### src/rtl/vdp_pkg.sv
`default_nettype none
// +----------------------------------------------------------------------+
// | vdp_pkg : shared VDP constants and VRAM arbiter state encoding       |
// | Rev 1.0                                                              |
// +----------------------------------------------------------------------+
package vdp_pkg;

    localparam int VRAM_AW          = 14;
    localparam int VRAM_DW          = 8;
    localparam int STARVE_LIMIT_DEF = 512;

    typedef logic [1:0] arb_state_t;

    localparam logic [1:0] ST_IDLE    = 2'd0;
    localparam logic [1:0] ST_WR_PEND = 2'd1;
    localparam logic [1:0] ST_RD_PEND = 2'd2;
    localparam logic [1:0] ST_RD_CAP  = 2'd3;

    function automatic logic is_pending(input arb_state_t s);
        return (s == ST_WR_PEND) || (s == ST_RD_PEND);
    endfunction

endpackage
`default_nettype wire

### src/rtl/vdp_vram_arbiter_if.sv
`default_nettype none
// +----------------------------------------------------------------------+
// | vdp_vram_arbiter_if : renderer, CPU data port and RAM port bundle    |
// | Rev 1.0                                                              |
// +----------------------------------------------------------------------+
interface vdp_vram_arbiter_if #(
    parameter int AW = vdp_pkg::VRAM_AW,
    parameter int DW = vdp_pkg::VRAM_DW
);
    logic          render_req;
    logic [AW-1:0] render_addr;
    logic [DW-1:0] render_data;
    logic          render_valid;

    logic          cpu_addr_we;
    logic [AW-1:0] cpu_addr;
    logic          cpu_addr_rd;
    logic          cpu_wr;
    logic [DW-1:0] cpu_wdata;
    logic          cpu_rd;
    logic [DW-1:0] cpu_rdata;
    logic          cpu_busy;
    logic          cpu_starve;
    logic          cpu_err;
    logic          err_clr;

    logic [AW-1:0] vram_addr;
    logic          vram_we;
    logic [DW-1:0] vram_di;
    logic [DW-1:0] vram_do;

    // Master is the surrounding system (renderer, CPU decoder, RAM).
    modport master (
        output render_req, render_addr,
        output cpu_addr_we, cpu_addr, cpu_addr_rd, cpu_wr, cpu_wdata, cpu_rd, err_clr,
        output vram_do,
        input  render_data, render_valid,
        input  cpu_rdata, cpu_busy, cpu_starve, cpu_err,
        input  vram_addr, vram_we, vram_di
    );

    modport slave (
        input  render_req, render_addr,
        input  cpu_addr_we, cpu_addr, cpu_addr_rd, cpu_wr, cpu_wdata, cpu_rd, err_clr,
        input  vram_do,
        output render_data, render_valid,
        output cpu_rdata, cpu_busy, cpu_starve, cpu_err,
        output vram_addr, vram_we, vram_di
    );
endinterface
`default_nettype wire

### src/rtl/vdp_vram_arbiter.sv
`default_nettype none
// +----------------------------------------------------------------------+
// | vdp_vram_arbiter : renderer-priority VRAM port sharing with CPU port |
// | Rev 1.0                                                              |
// +----------------------------------------------------------------------+
module vdp_vram_arbiter
    import vdp_pkg::*;
#(
    parameter int AW           = VRAM_AW,
    parameter int DW           = VRAM_DW,
    parameter int STARVE_LIMIT = STARVE_LIMIT_DEF
) (
    input  wire logic         clk,
    input  wire logic         rst_n,
    vdp_vram_arbiter_if.slave bus
);

    localparam int            CW    = $clog2(STARVE_LIMIT + 1);
    localparam logic [CW-1:0] C_LIM = CW'(STARVE_LIMIT);

    arb_state_t    state_q, state_d;
    logic [AW-1:0] addr_q, addr_d;
    logic [AW-1:0] waddr_q, waddr_d;
    logic [DW-1:0] wdata_q, wdata_d;
    logic [DW-1:0] rdata_q, rdata_d;
    logic [CW-1:0] cnt_q, cnt_d;
    logic          busy_q, starve_q, err_q, rvalid_q;
    logic          err_d;

    logic          w_idle, w_free, w_any, w_multi, w_drop;

    assign w_idle  = (state_q == ST_IDLE);
    assign w_free  = ~bus.render_req;
    assign w_any   = bus.cpu_addr_we | bus.cpu_wr | bus.cpu_rd;
    assign w_multi = (bus.cpu_addr_we & bus.cpu_wr) | (bus.cpu_addr_we & bus.cpu_rd)
                   | (bus.cpu_wr & bus.cpu_rd);
    // Only one strobe can be accepted, and only while idle.
    assign w_drop  = w_idle ? w_multi : w_any;

    always_comb begin
        state_d = state_q;
        addr_d  = addr_q;
        waddr_d = waddr_q;
        wdata_d = wdata_q;
        rdata_d = rdata_q;
        case (state_q)
            ST_IDLE: begin
                if (bus.cpu_addr_we) begin
                    addr_d = bus.cpu_addr;
                    if (bus.cpu_addr_rd) begin
                        state_d = ST_RD_PEND;
                    end
                end else if (bus.cpu_wr) begin
                    waddr_d = addr_q;
                    wdata_d = bus.cpu_wdata;
                    rdata_d = bus.cpu_wdata;
                    state_d = ST_WR_PEND;
                end else if (bus.cpu_rd) begin
                    state_d = ST_RD_PEND;
                end
            end
            ST_WR_PEND: begin
                if (w_free) begin
                    addr_d  = addr_q + AW'(1);
                    state_d = ST_IDLE;
                end
            end
            ST_RD_PEND: begin
                if (w_free) begin
                    state_d = ST_RD_CAP;
                end
            end
            default: begin
                rdata_d = bus.vram_do;
                addr_d  = addr_q + AW'(1);
                state_d = ST_IDLE;
            end
        endcase
    end

    always_comb begin
        cnt_d = '0;
        if (is_pending(state_q) && (state_d == state_q)) begin
            cnt_d = (cnt_q == C_LIM) ? cnt_q : cnt_q + CW'(1);
        end
    end

    // Set before clear: a simultaneous drop and clear leaves the flag low.
    assign err_d = (err_q | w_drop) & ~bus.err_clr;

    always_ff @(posedge clk or negedge rst_n) begin
        if (!rst_n) begin
            state_q  <= ST_IDLE;
            addr_q   <= '0;
            waddr_q  <= '0;
            wdata_q  <= '0;
            rdata_q  <= '0;
            cnt_q    <= '0;
            busy_q   <= 1'b0;
            starve_q <= 1'b0;
            err_q    <= 1'b0;
            rvalid_q <= 1'b0;
        end else begin
            state_q  <= state_d;
            addr_q   <= addr_d;
            waddr_q  <= waddr_d;
            wdata_q  <= wdata_d;
            rdata_q  <= rdata_d;
            cnt_q    <= cnt_d;
            busy_q   <= (state_d != ST_IDLE);
            starve_q <= (cnt_d == C_LIM);
            err_q    <= err_d;
            rvalid_q <= bus.render_req;
        end
    end

    // The renderer owns the port whenever it requests, whatever the CPU state.
    always_comb begin
        bus.vram_addr = '0;
        bus.vram_we   = 1'b0;
        bus.vram_di   = '0;
        if (bus.render_req) begin
            bus.vram_addr = bus.render_addr;
        end else if (state_q == ST_WR_PEND) begin
            bus.vram_addr = waddr_q;
            bus.vram_we   = 1'b1;
            bus.vram_di   = wdata_q;
        end else if (state_q == ST_RD_PEND) begin
            bus.vram_addr = addr_q;
        end
    end

    assign bus.render_data  = bus.vram_do;
    assign bus.render_valid = rvalid_q;
    assign bus.cpu_rdata    = rdata_q;
    assign bus.cpu_busy     = busy_q;
    assign bus.cpu_starve   = starve_q;
    assign bus.cpu_err      = err_q;

endmodule
`default_nettype wire

### src/flat_wrapper.sv
// flat-port wrapper written by rule: the top's interface ports become plain ports
module vdp_vram_arbiter_flat import vdp_pkg::*;
#(
    parameter int AW           = VRAM_AW,
    parameter int DW           = VRAM_DW,
    parameter int STARVE_LIMIT = STARVE_LIMIT_DEF
)
  (clk, rst_n, bus_render_req, bus_render_addr, bus_cpu_addr_we, bus_cpu_addr, bus_cpu_addr_rd, bus_cpu_wr, bus_cpu_wdata, bus_cpu_rd, bus_err_clr, bus_vram_do, bus_render_data, bus_render_valid, bus_cpu_rdata, bus_cpu_busy, bus_cpu_starve, bus_cpu_err, bus_vram_addr, bus_vram_we, bus_vram_di);
  vdp_vram_arbiter_if #(.AW(AW), .DW(DW)) bus_i ();
  input  wire logic clk;
  input  wire logic rst_n;
  input wire logic [$bits(bus_i.render_req)-1:0] bus_render_req;
  input wire logic [$bits(bus_i.render_addr)-1:0] bus_render_addr;
  input wire logic [$bits(bus_i.cpu_addr_we)-1:0] bus_cpu_addr_we;
  input wire logic [$bits(bus_i.cpu_addr)-1:0] bus_cpu_addr;
  input wire logic [$bits(bus_i.cpu_addr_rd)-1:0] bus_cpu_addr_rd;
  input wire logic [$bits(bus_i.cpu_wr)-1:0] bus_cpu_wr;
  input wire logic [$bits(bus_i.cpu_wdata)-1:0] bus_cpu_wdata;
  input wire logic [$bits(bus_i.cpu_rd)-1:0] bus_cpu_rd;
  input wire logic [$bits(bus_i.err_clr)-1:0] bus_err_clr;
  input wire logic [$bits(bus_i.vram_do)-1:0] bus_vram_do;
  output wire logic [$bits(bus_i.render_data)-1:0] bus_render_data;
  output wire logic [$bits(bus_i.render_valid)-1:0] bus_render_valid;
  output wire logic [$bits(bus_i.cpu_rdata)-1:0] bus_cpu_rdata;
  output wire logic [$bits(bus_i.cpu_busy)-1:0] bus_cpu_busy;
  output wire logic [$bits(bus_i.cpu_starve)-1:0] bus_cpu_starve;
  output wire logic [$bits(bus_i.cpu_err)-1:0] bus_cpu_err;
  output wire logic [$bits(bus_i.vram_addr)-1:0] bus_vram_addr;
  output wire logic [$bits(bus_i.vram_we)-1:0] bus_vram_we;
  output wire logic [$bits(bus_i.vram_di)-1:0] bus_vram_di;
  assign bus_i.render_req = bus_render_req;
  assign bus_i.render_addr = bus_render_addr;
  assign bus_i.cpu_addr_we = bus_cpu_addr_we;
  assign bus_i.cpu_addr = bus_cpu_addr;
  assign bus_i.cpu_addr_rd = bus_cpu_addr_rd;
  assign bus_i.cpu_wr = bus_cpu_wr;
  assign bus_i.cpu_wdata = bus_cpu_wdata;
  assign bus_i.cpu_rd = bus_cpu_rd;
  assign bus_i.err_clr = bus_err_clr;
  assign bus_i.vram_do = bus_vram_do;
  assign bus_render_data = bus_i.render_data;
  assign bus_render_valid = bus_i.render_valid;
  assign bus_cpu_rdata = bus_i.cpu_rdata;
  assign bus_cpu_busy = bus_i.cpu_busy;
  assign bus_cpu_starve = bus_i.cpu_starve;
  assign bus_cpu_err = bus_i.cpu_err;
  assign bus_vram_addr = bus_i.vram_addr;
  assign bus_vram_we = bus_i.vram_we;
  assign bus_vram_di = bus_i.vram_di;
  vdp_vram_arbiter #(.AW(AW), .DW(DW), .STARVE_LIMIT(STARVE_LIMIT)) u_core (.clk(clk), .rst_n(rst_n), .bus(bus_i));
endmodule
### config.mk
export PLATFORM = sky130hd
export DESIGN_NAME = vdp_vram_arbiter_flat
export DESIGN_NICKNAME = d
export VERILOG_FILES = /design/src/rtl/vdp_pkg.sv /design/src/rtl/vdp_vram_arbiter_if.sv /design/src/rtl/vdp_vram_arbiter.sv /design/src/flat_wrapper.sv
export SDC_FILE = /design/constraint.sdc
export NUM_CORES = 1
export LEC_CHECK = 0
export CORE_UTILIZATION = 35
export CTS_BUF_LIST = sky130_fd_sc_hd__clkbuf_8
export CTS_CLUSTER_DIAMETER = 150
export DETAILED_ROUTE_END_ITERATION = 6
export DONT_BUFFER_PORTS = 1
export GPL_TIMING_DRIVEN = 0
export PLACE_DENSITY = 0.6
export SYNTH_ARGS = -nofsm -noshare
export SYNTH_HDL_FRONTEND = slang
export SYNTH_SLANG_ARGS = --single-unit
### constraint.sdc
create_clock -name clk -period 2.6 [get_ports clk]
set_input_delay 0 -clock clk [delete_from_list [all_inputs] [get_ports clk]]
set_output_delay 0 -clock clk [all_outputs]
set_load 0.05 [all_outputs]
# Yosys cells after proc, flatten, opt, wreduce, memory -nomap -nowiden
# Index checks and enable logic that the tools add are counted.
# Widths: inputs -> output; s select.
# classes
add_sub_neg	2
n_mul	0
n_div	0
magnitude_cmp	0
n_eq_ne	9
n_shift	0
mux	23
n_bitwise	13
reduce_logical	8
# ops
operator	n
$mux 14	5
$pmux 14 s3	1
$mux 8	4
$eq 10x10->1 const B	2
$mux 10	2
$pmux 8 s2	1
$add 14x1->14 const B	1
$mux 2	6
$add 10x1->10 const B	1
$reduce_and 3->1	3
$ne 2x2->1 const B	4
$pmux 2 s3	1
$or 1x1->1	5
$and 1x1->1	4
$not 1->1	4
$mux 1	3
$eq 2x1->1 const B	1
$eq 2x2->1	1
$eq 2x2->1 const B	1
$logic_not 2->1	1
$reduce_bool 2->1	1
$reduce_or 2->1	1
$logic_and 1x1->1	1
$logic_or 1x1->1	1
# word_totals
reg_bits	60
latch_bits	0
ram_bits	0
rom_bits	0
out_inout_bits	43
wordCells	65
n_memories	0

# Logic depth before layout (Yosys ltp)
# Gate-level depths: netlist (run 1).
# depth
word_depth	8
ltp_mapped	9

# Worst setup path before layout (run 1)
# OpenSTA, ideal clock, no wires.
# synth_path
kind	register to output
from	register u_core.state_q[0]
to	output port bus_vram_addr[9]
arrival_time_ns	2.542
path_slack_ns	0.058
stages_incl_launch_ff	9
n_path_buf	2
cell_sequence	dfrtp_1 inv_1 ha_1 clkbuf_1 buf_1 nand2_1 nor2_1 a21oi_1 o21ai_0
# synth_between
elab_chain_len	4
word_cells_on_any_way	5
# synth_lines
item	line_no	text
from (decl)	vdp_vram_arbiter.sv:21	arb_state_t state_q, state_d;
from (signal assigned)	vdp_vram_arbiter.sv:104	state_q <= state_d;
$eq 2x2->1	vdp_vram_arbiter.sv:128	end else if (state_q == ST_RD_PEND) begin
$mux 14	vdp_vram_arbiter.sv:128	
$mux 14 *	vdp_vram_arbiter.sv:124	end else if (state_q == ST_WR_PEND) begin
$mux 14 *	vdp_vram_arbiter.sv:122	if (bus.render_req) begin
to (decl)	flat_wrapper.sv:28	output wire logic [$bits(bus_i.vram_addr)-1:0] bus_vram_addr;
# Every way passes the cells marked *; elsewhere a longest branch is shown, timed or not.

# Worst setup path after layout (run 1)
# layout_path
from	register u_core.state_q[0]
to	register u_core.err_q (netlist: u_core.bus.cpu_err)
# layout_between
elab_chain_len	4
# layout_lines
item	line_no	text
$logic_not 2->1	vdp_vram_arbiter.sv:32	assign w_idle = (state_q == ST_IDLE);
$mux 1	vdp_vram_arbiter.sv:38	assign w_drop = w_idle ? w_multi : w_any;
$or 1x1->1	vdp_vram_arbiter.sv:89	assign err_d = (err_q | w_drop) & ~bus.err_clr;
$and 1x1->1	vdp_vram_arbiter.sv:89	
named net u_core.err_d	vdp_vram_arbiter.sv:28	logic err_d;
to (signal assigned)	vdp_vram_arbiter.sv:112	err_q <= err_d;
to (decl)	vdp_vram_arbiter.sv:27	logic busy_q, starve_q, err_q, rvalid_q;
# The timed path passes the listed nets, and every way through them passes these cells.
# A chain may end at the register's enable or synchronous reset.

==> results_dict.tcl, run 1 <==
set metrics [dict create \
    status "completed" \
    min_from "bus_cpu_wr" \
    tritoncts "built" \
    grt_max_degree 61 \
    crit_type "register to register" \
    setup_viol 0 \
    viasPerCell 5.22 \
    drtIter0Drc 110 \
    n_antenna_cell 0 \
    worstPathArrival_ns 2.60 \
    nets 507 \
    cts_sinks 60 \
    fin_crit_sh 0.914 \
    finClkSkew_ns 0.00732 \
    gr-total-overflow 0 \
    power.density_nw_per_um2 1230 \
    drt_pass1_iterations 5 \
    ios 95 \
    die-area_um2 10400 \
    cp-start-kind "register" \
    core-area_um2 9730 \
    start_util 0.358 \
    fp-row-count 36 \
    dieHeight_um 102 \
    path_clk_slew_ns 0.07 \
    wl_mm 9.27 \
    area_growth_pct 26.5 \
    insertion_delay_ns 0.34 \
    final_util 0.453 \
    period_needed_ns 2.38 \
    syn_inst 387 \
    place_congestion 0.787 \
    grt_pass1_wl_mm 14.8 \
    crit_required_ns 2.83 \
    first_global_vias 3072 \
    cts_buffers 9 \
    synth_area_um2 3480 \
    maxSlewViolCount 0 \
    hold_class "input pin to register" \
    fmax_mhz 421 \
    antenna_found_initial 0 \
    crit_fanout 10 \
    whs_path_depth 2 \
    drive_above_1_share 0.174 \
    tns_ns 0 \
    ir_drop_mv 0.608 \
    seq_area_frac_synth 0.431 \
    h-tree-depth 3 \
    timing.critical_path.from "u_core.state_q[0]$_DFF_PN0_" \
    r2r-start "u_core.state_q[0]$_DFF_PN0_" \
    clockRootBuffer "clkbuf_8" \
    syn-mean-instance-area_um2 9.00 \
    port_buffers 0 \
    synthDistinctLibCells 50 \
    die_x_um 102 \
    reg2reg_depth 7 \
    max_cap_viol_count 0 \
    p_leak_nw 1.87 \
    gr-usage-all-layers 0.188 \
    rsz0062_at_grt "no" \
    synth_nets 446 \
    slew_headroom 0.497 \
    drc 0 \
    placed_area_um2 3740 \
    worst_slew_pin_slew_ns 0.749 \
    ant_nets 0 \
    clk_path_buf_depth 2 \
    ys_ff_latch 60 \
    hpwl_mm 6.39 \
    finish.instance_area_um2 4410 \
    wl_per_cell_um 15.8 \
    yosysWarnings 0 \
    critical_path.endpoint_type "register" \
    hold_viol 0 \
    vias 3059 \
]
what timing repair did:
| item | CTS | global route |
|---|---|---|
| hold buffers | 38 | 0 |
| resized for setup | 4 | 8 |
| endpoints found under the hold margin | 94 | 0 |
| setup endpoints to repair | 4 | 22 |
| setup buffers | 0 | 0 |
power by group:
part / leakage [nW] / switching (W) / internal, W
Clock: 0.120 / 0.000369 / 0.000615
Combinational: 1.03 / 0.00154 / 0.000932
Sequential: 0.727 / 0.000613 / 0.00133
Total: 1.87 / 0.00253 / 0.00287
area by class of cell:
class | instances | area [um^2]
Fill cell | 947 | 5320
Multi-Input combinational cell | 292 | 1840
Sequential cell | 60 | 1500
Timing Repair Buffer | 50 | 488
Tap cell | 133 | 166
Clock buffer | 12 | 165
Buffer | 27 | 141
Clock inverter | 4 | 71.3
Inverter | 8 | 30.0
cells by family (layout without fill, tap and decap cells):
| kind of cell | count (synthesis) | in the layout | synth area share |
|---|---|---|---|
| xor gates and xnor gates | 8 | 8 | 0.0201 |
| DFF | 60 | 60 | 0.431 |
| and+or+nand+nor | 146 | 146 | 0.199 |
| AOI/OAI and AO/OA | 92 | 92 | 0.156 |
| buffers and inverters | 35 | 101 | 0.0474 |
| adders and majority gates | 8 | 8 | 0.0280 |
| muxes | 38 | 38 | 0.118 |
per-stage QoR:
stage / total power (W) / cells / worst slack, ns / hold slack (ns)
after floorplan: 0.00368 / 387 / 0.0582 / -0.296
final: 0.00540 / 586 / 0.225 / 0.0225
after CTS: 0.00538 / 586 / 0.00843 / 0.00142
after global routing: 0.00578 / 586 / 0.0157 / 0.0232
after detailed placement: 0.00428 / 532 / 0.0907 / -0.294
after global placement: 0.00412 / 520 / -0.281 / -0.294
worst paths after layout:
kind	end	slack [ns]
worst max-delay path	u_core.bus.cpu_err$_DFF_PN0_	0.22
worst min-delay path	u_core.wdata_q[7]$_DFFE_PN0P_	0.02
worst max register to register	u_core.bus.cpu_err$_DFF_PN0_	0.22
worst min register to register	u_core.waddr_q[8]$_DFFE_PN0P_	0.51
max in group asynchronous	u_core.waddr_q[7]$_DFFE_PN0P_	2.12
min in group asynchronous	u_core.bus.cpu_err$_DFF_PN0_	0.22
Yosys cell counts, drive strengths merged:
cell type / count / share of area
dfrtp: 60 / 0.43
nand2: 48 / 0.052
nor2: 44 / 0.047
a21oi: 38 / 0.055
mux2: 24 / 0.078
o21ai: 23 / 0.033
buf: 15 / 0.026
mux2i: 14 / 0.040
clkbuf: 12 / 0.013
nor3: 9 / 0.014
o22ai: 9 / 0.016
and2: 8 / 0.014
and3: 8 / 0.015
inv: 8 / 0.0086
nand3: 8 / 0.011
ha: 7 / 0.025
xnor2: 7 / 0.018
nand2b: 5 / 0.0090
nand4: 5 / 0.0090
o211ai: 4 / 0.0086
a221o: 3 / 0.0090
or3: 3 / 0.0068
a211o: 2 / 0.0050
a22oi: 2 / 0.0043
a311oi: 2 / 0.0050
a31oi: 2 / 0.0036
nor2b: 2 / 0.0036
or2: 2 / 0.0036
a211oi: 1 / 0.0022
a21o: 1 / 0.0022
maj3: 1 / 0.0029
nand3b: 1 / 0.0022
nand4b: 1 / 0.0025
nor3b: 1 / 0.0022
nor4: 1 / 0.0061
o21bai: 1 / 0.0022
o221a: 1 / 0.0032
o2bb2ai: 1 / 0.0025
o311ai: 1 / 0.0025
o31ai: 1 / 0.0022
xor2: 1 / 0.0025
cell usage in the layout (no fill, tap or decap), types with 2 or more instances in the layout:
cell	netlist	final
clkbuf_8	0	12
nand2b_1	5	5
nand3_1	8	8
buf_2	2	2
clkbuf_1	11	8
nand2_1	48	48
or3_1	2	2
bufinv_16	0	2
buf_1	5	3
nor3_1	8	8
nor2b_1	2	2
ha_1	7	7
o211ai_1	4	4
dlygate4sd3_1	0	37
o21ai_4	0	2
mux2i_1	14	14
o22ai_1	9	9
dfrtp_1	60	60
a31oi_1	2	2
mux2_2	23	23
nand4_1	5	5
xnor2_1	7	7
a211o_1	2	2
or2_2	2	2
and2_1	8	8
inv_1	7	8
nor2_1	44	44
a22oi_1	2	2
a221o_1	2	2
o21ai_0	23	21
and3_1	7	7
clkbuf_2	1	6
buf_4	8	20
a21oi_1	38	37
a311oi_1	2	2
sequential cells by signal, summed over array words and instances (netlist names):
name / count
u_core.addr_q: 14
u_core.bus.cpu_busy: 1
u_core.bus.cpu_err: 1
u_core.bus.cpu_rdata: 8
u_core.bus.cpu_starve: 1
u_core.bus.render_valid: 1
u_core.cnt_q: 10
u_core.state_q: 2
u_core.waddr_q: 14
u_core.wdata_q: 8
layer usage:
layer  global-route usage  share of wire  vias up
li1                     -              -     1483
met1                0.226           0.45     1457
met2                0.327           0.49      105
met3               0.0469          0.047       14
met4               0.0624          0.013        0
met5                    0              0        -
worst max-delay path, cell delays in order, from the launching register on:
cell and delay [ns]:
dfrtp_1 0.46, inv_1 0.14, ha_1 0.24, buf_1 0.52
nand2b_1 0.10, o22ai_1 0.17, a21oi_1 0.08, dlygate4sd3_1 0.55
No activity file was read; power rests on OpenSTA's default activity.
==> inputs of run 2 (changes only) <==
--- a/config.mk
+++ b/config.mk
@@ -12,6 +12,7 @@
 export DONT_BUFFER_PORTS = 1
 export GPL_TIMING_DRIVEN = 0
 export PLACE_DENSITY = 0.6
+export SETUP_SLACK_MARGIN = 0.5
 export SYNTH_ARGS = -nofsm -noshare
 export SYNTH_HDL_FRONTEND = slang
 export SYNTH_SLANG_ARGS = --single-unit
==> run 2 against run 1 <==
Sequential power about the same. Sequential cell count did not move. Setup slack improved by 0.38 ns. Clock power shrank 24%. Clock skew grew 0.0037 ns. Critical path type is now register to output port. Wire length up 2.1%. Critical endpoint is now bus_vram_addr[9].
==> results_dict.tcl, run 2 (same netlist as run 1, synthesis figures left out) <==
set metrics [dict create \
    fillers 932 \
    finClkSkew_ns 0.0110 \
    grt_max_degree 61 \
    viasPerCell 5.26 \
    grt.busiest_layer "met2" \
    ant_nets 0 \
    max_cap_viol_count 0 \
    cts_buffers 9 \
    clk_path_buf_depth 2 \
    nets 498 \
    fp-row-count 36 \
    final_common_cell "dfrtp_1" \
    n_antenna_cell 0 \
    gr-usage-all-layers 0.192 \
    grt_pass1_wl_mm 15.0 \
    die_x_um 102 \
    wl_mm 9.47 \
    drtIter0Drc 141 \
    start_util 0.358 \
    use_met2 0.308 \
    drt_pass1_iterations 4 \
    power.density_nw_per_um2 1200 \
    slew_headroom 0.394 \
    finalPower_w 0.00542 \
    fin_crit_sh 0.767 \
    status "completed" \
    ios 95 \
    gr-total-overflow 0 \
    p_leak_nw 1.87 \
    first_global_vias 2936 \
    area_growth_pct 29.5 \
    insertion_delay_ns 0.35 \
    top_regs "u_core.addr_q x14, u_core.waddr_q x14, u_core.cnt_q x10" \
    tritoncts "built" \
    dieHeight_um 102 \
    port_buffers 0 \
    vias 3035 \
    critical_path.endpoint_type "output port" \
    final_util 0.463 \
    cts_sinks 60 \
    fmax_mhz 502 \
    h-tree-depth 3 \
    period_needed_ns 1.99 \
    wl_per_cell_um 16.4 \
    drive_above_1_share 0.250 \
    worst_slew_pin_slew_ns 0.910 \
    use_met1 0.258 \
    final_cell_mix "dfrtp_1 (58), nand2_1 (48), nor2_1 (39)" \
    crit_required_ns 2.60 \
    hold_class "input pin to register" \
    hpwl_mm 6.32 \
    maxSlewViolCount 0 \
    pre_cts_ws_ns 0.00664 \
    crit_fanout 10 \
    ir_drop_mv 0.454 \
    grtUsageMet3 0.0345 \
    clockRootBuffer "clkbuf_8" \
    tns_ns 0 \
    hold_viol 0 \
    drc 0 \
    place_congestion 0.815 \
    antenna_found_initial 0 \
    setup_viol 0 \
    cp-start-kind "register" \
    crit_type "register to output port" \
    rsz0062_at_grt "no" \
    worstPathArrival_ns 1.99 \
    core-area_um2 9730 \
    die-area_um2 10400 \
    path_clk_slew_ns 0.07 \
    fin_ws_ns 0.606 \
]
==> run 2: changes by cell type in the layout (fill, tap and decap cells not counted), moves of 3 or more <==
cell	before	now
o21ai_0	21	9
o21ai_4	2	14
and2_1	8	0
and2_2	0	8
buf_4	20	15
nor2_1	44	39
nor2_2	0	5
clkbuf_1	8	4
clkinv_2	0	4
buf_1	3	0
buf_6	0	3
clkbuf_2	6	3
==> run 2: worst paths after layout <==
| path | to | depth (start not counted) | slack, ns | startpoint |
|---|---|---|---|---|
| max reg2reg | u_core.cnt_q[9]$_DFF_PN0_ | 8 | 0.63 | u_core.state_q[1]$_DFF_PN0_ |
| max | bus_vram_addr[9] | 8 | 0.61 | u_core.state_q[0]$_DFF_PN0_ |
| min in group asynchronous | u_core.waddr_q[13]$_DFFE_PN0P_ | 2 | 0.18 | rst_n |
| max in group asynchronous | u_core.state_q[1]$_DFF_PN0_ | 2 | 2.14 | rst_n |
| min reg2reg | u_core.waddr_q[11]$_DFFE_PN0P_ | 1 | 0.51 | u_core.waddr_q[11]$_DFFE_PN0P_ |
| min | u_core.bus.cpu_err$_DFF_PN0_ | 3 | 0.01 | bus_cpu_wr |
==> run 2: final cells by class <==
class | instances | area, um^2 | share of cell area
inverter | 8 | 30.0 | 0.00666
buffer | 27 | 184 | 0.0408
clock buffer | 10 | 138 | 0.0305
timing repair buffer | 41 | 418 | 0.0927
clock inverter | 6 | 31.3 | 0.00694
sequential | 60 | 1500 | 0.334
tap | 133 | 166 | 0.0369
multi-input combinational | 292 | 2040 | 0.452
==> run 2: layer usage <==
layer  vias up  wire (um)
met3        13        422
li1       1471          -
met5         -          0
met1      1465       4450
met4         0        192
met2        86       4400
==> run 2: power by group <==
part	switching [W]	leakage, nW	total (W)	internal, W
clock network	0.000388	0.0930	0.000750	0.000361
logic	0.00167	1.05	0.00271	0.00105
registers	0.000621	0.725	0.00195	0.00133
total	0.00268	1.87	0.00542	0.00274
==> run 2: per-stage QoR <==
| stage | cell area (um^2) | instances | hold slack [ns] |
|---|---|---|---|
| 2_1_floorplan | 3520 | 387 | -0.296 |
| 4_1_cts | 4420 | 574 | 0.00619 |
| 3_3_place_gp | 3680 | 520 | -0.294 |
| 3_5_place_dp | 3680 | 520 | -0.294 |
| 5_1_grt | 4510 | 577 | 0.0243 |
| 6_report | 4510 | 577 | 0.0105 |
==> run 2: worst max-delay path, stage by stage, from the launching register on <==
cell and delay [ns]:
dfrtp_2 0.45, inv_2 0.10, ha_1 0.20, buf_6 0.15, buf_6 0.14, nand2_1 0.08, nor2_2 0.12, a21oi_2 0.06
o21ai_4 0.36
==> run 2: repair_timing <==
item,4_1_cts,5_1_grt
gates cloned,1,0
hold endpoints to repair,94,0
gates resized for setup,49,27
endpoints found under the setup margin,73,47
hold buffers,37,0
pin swaps,2,7
buffers inserted,0,3
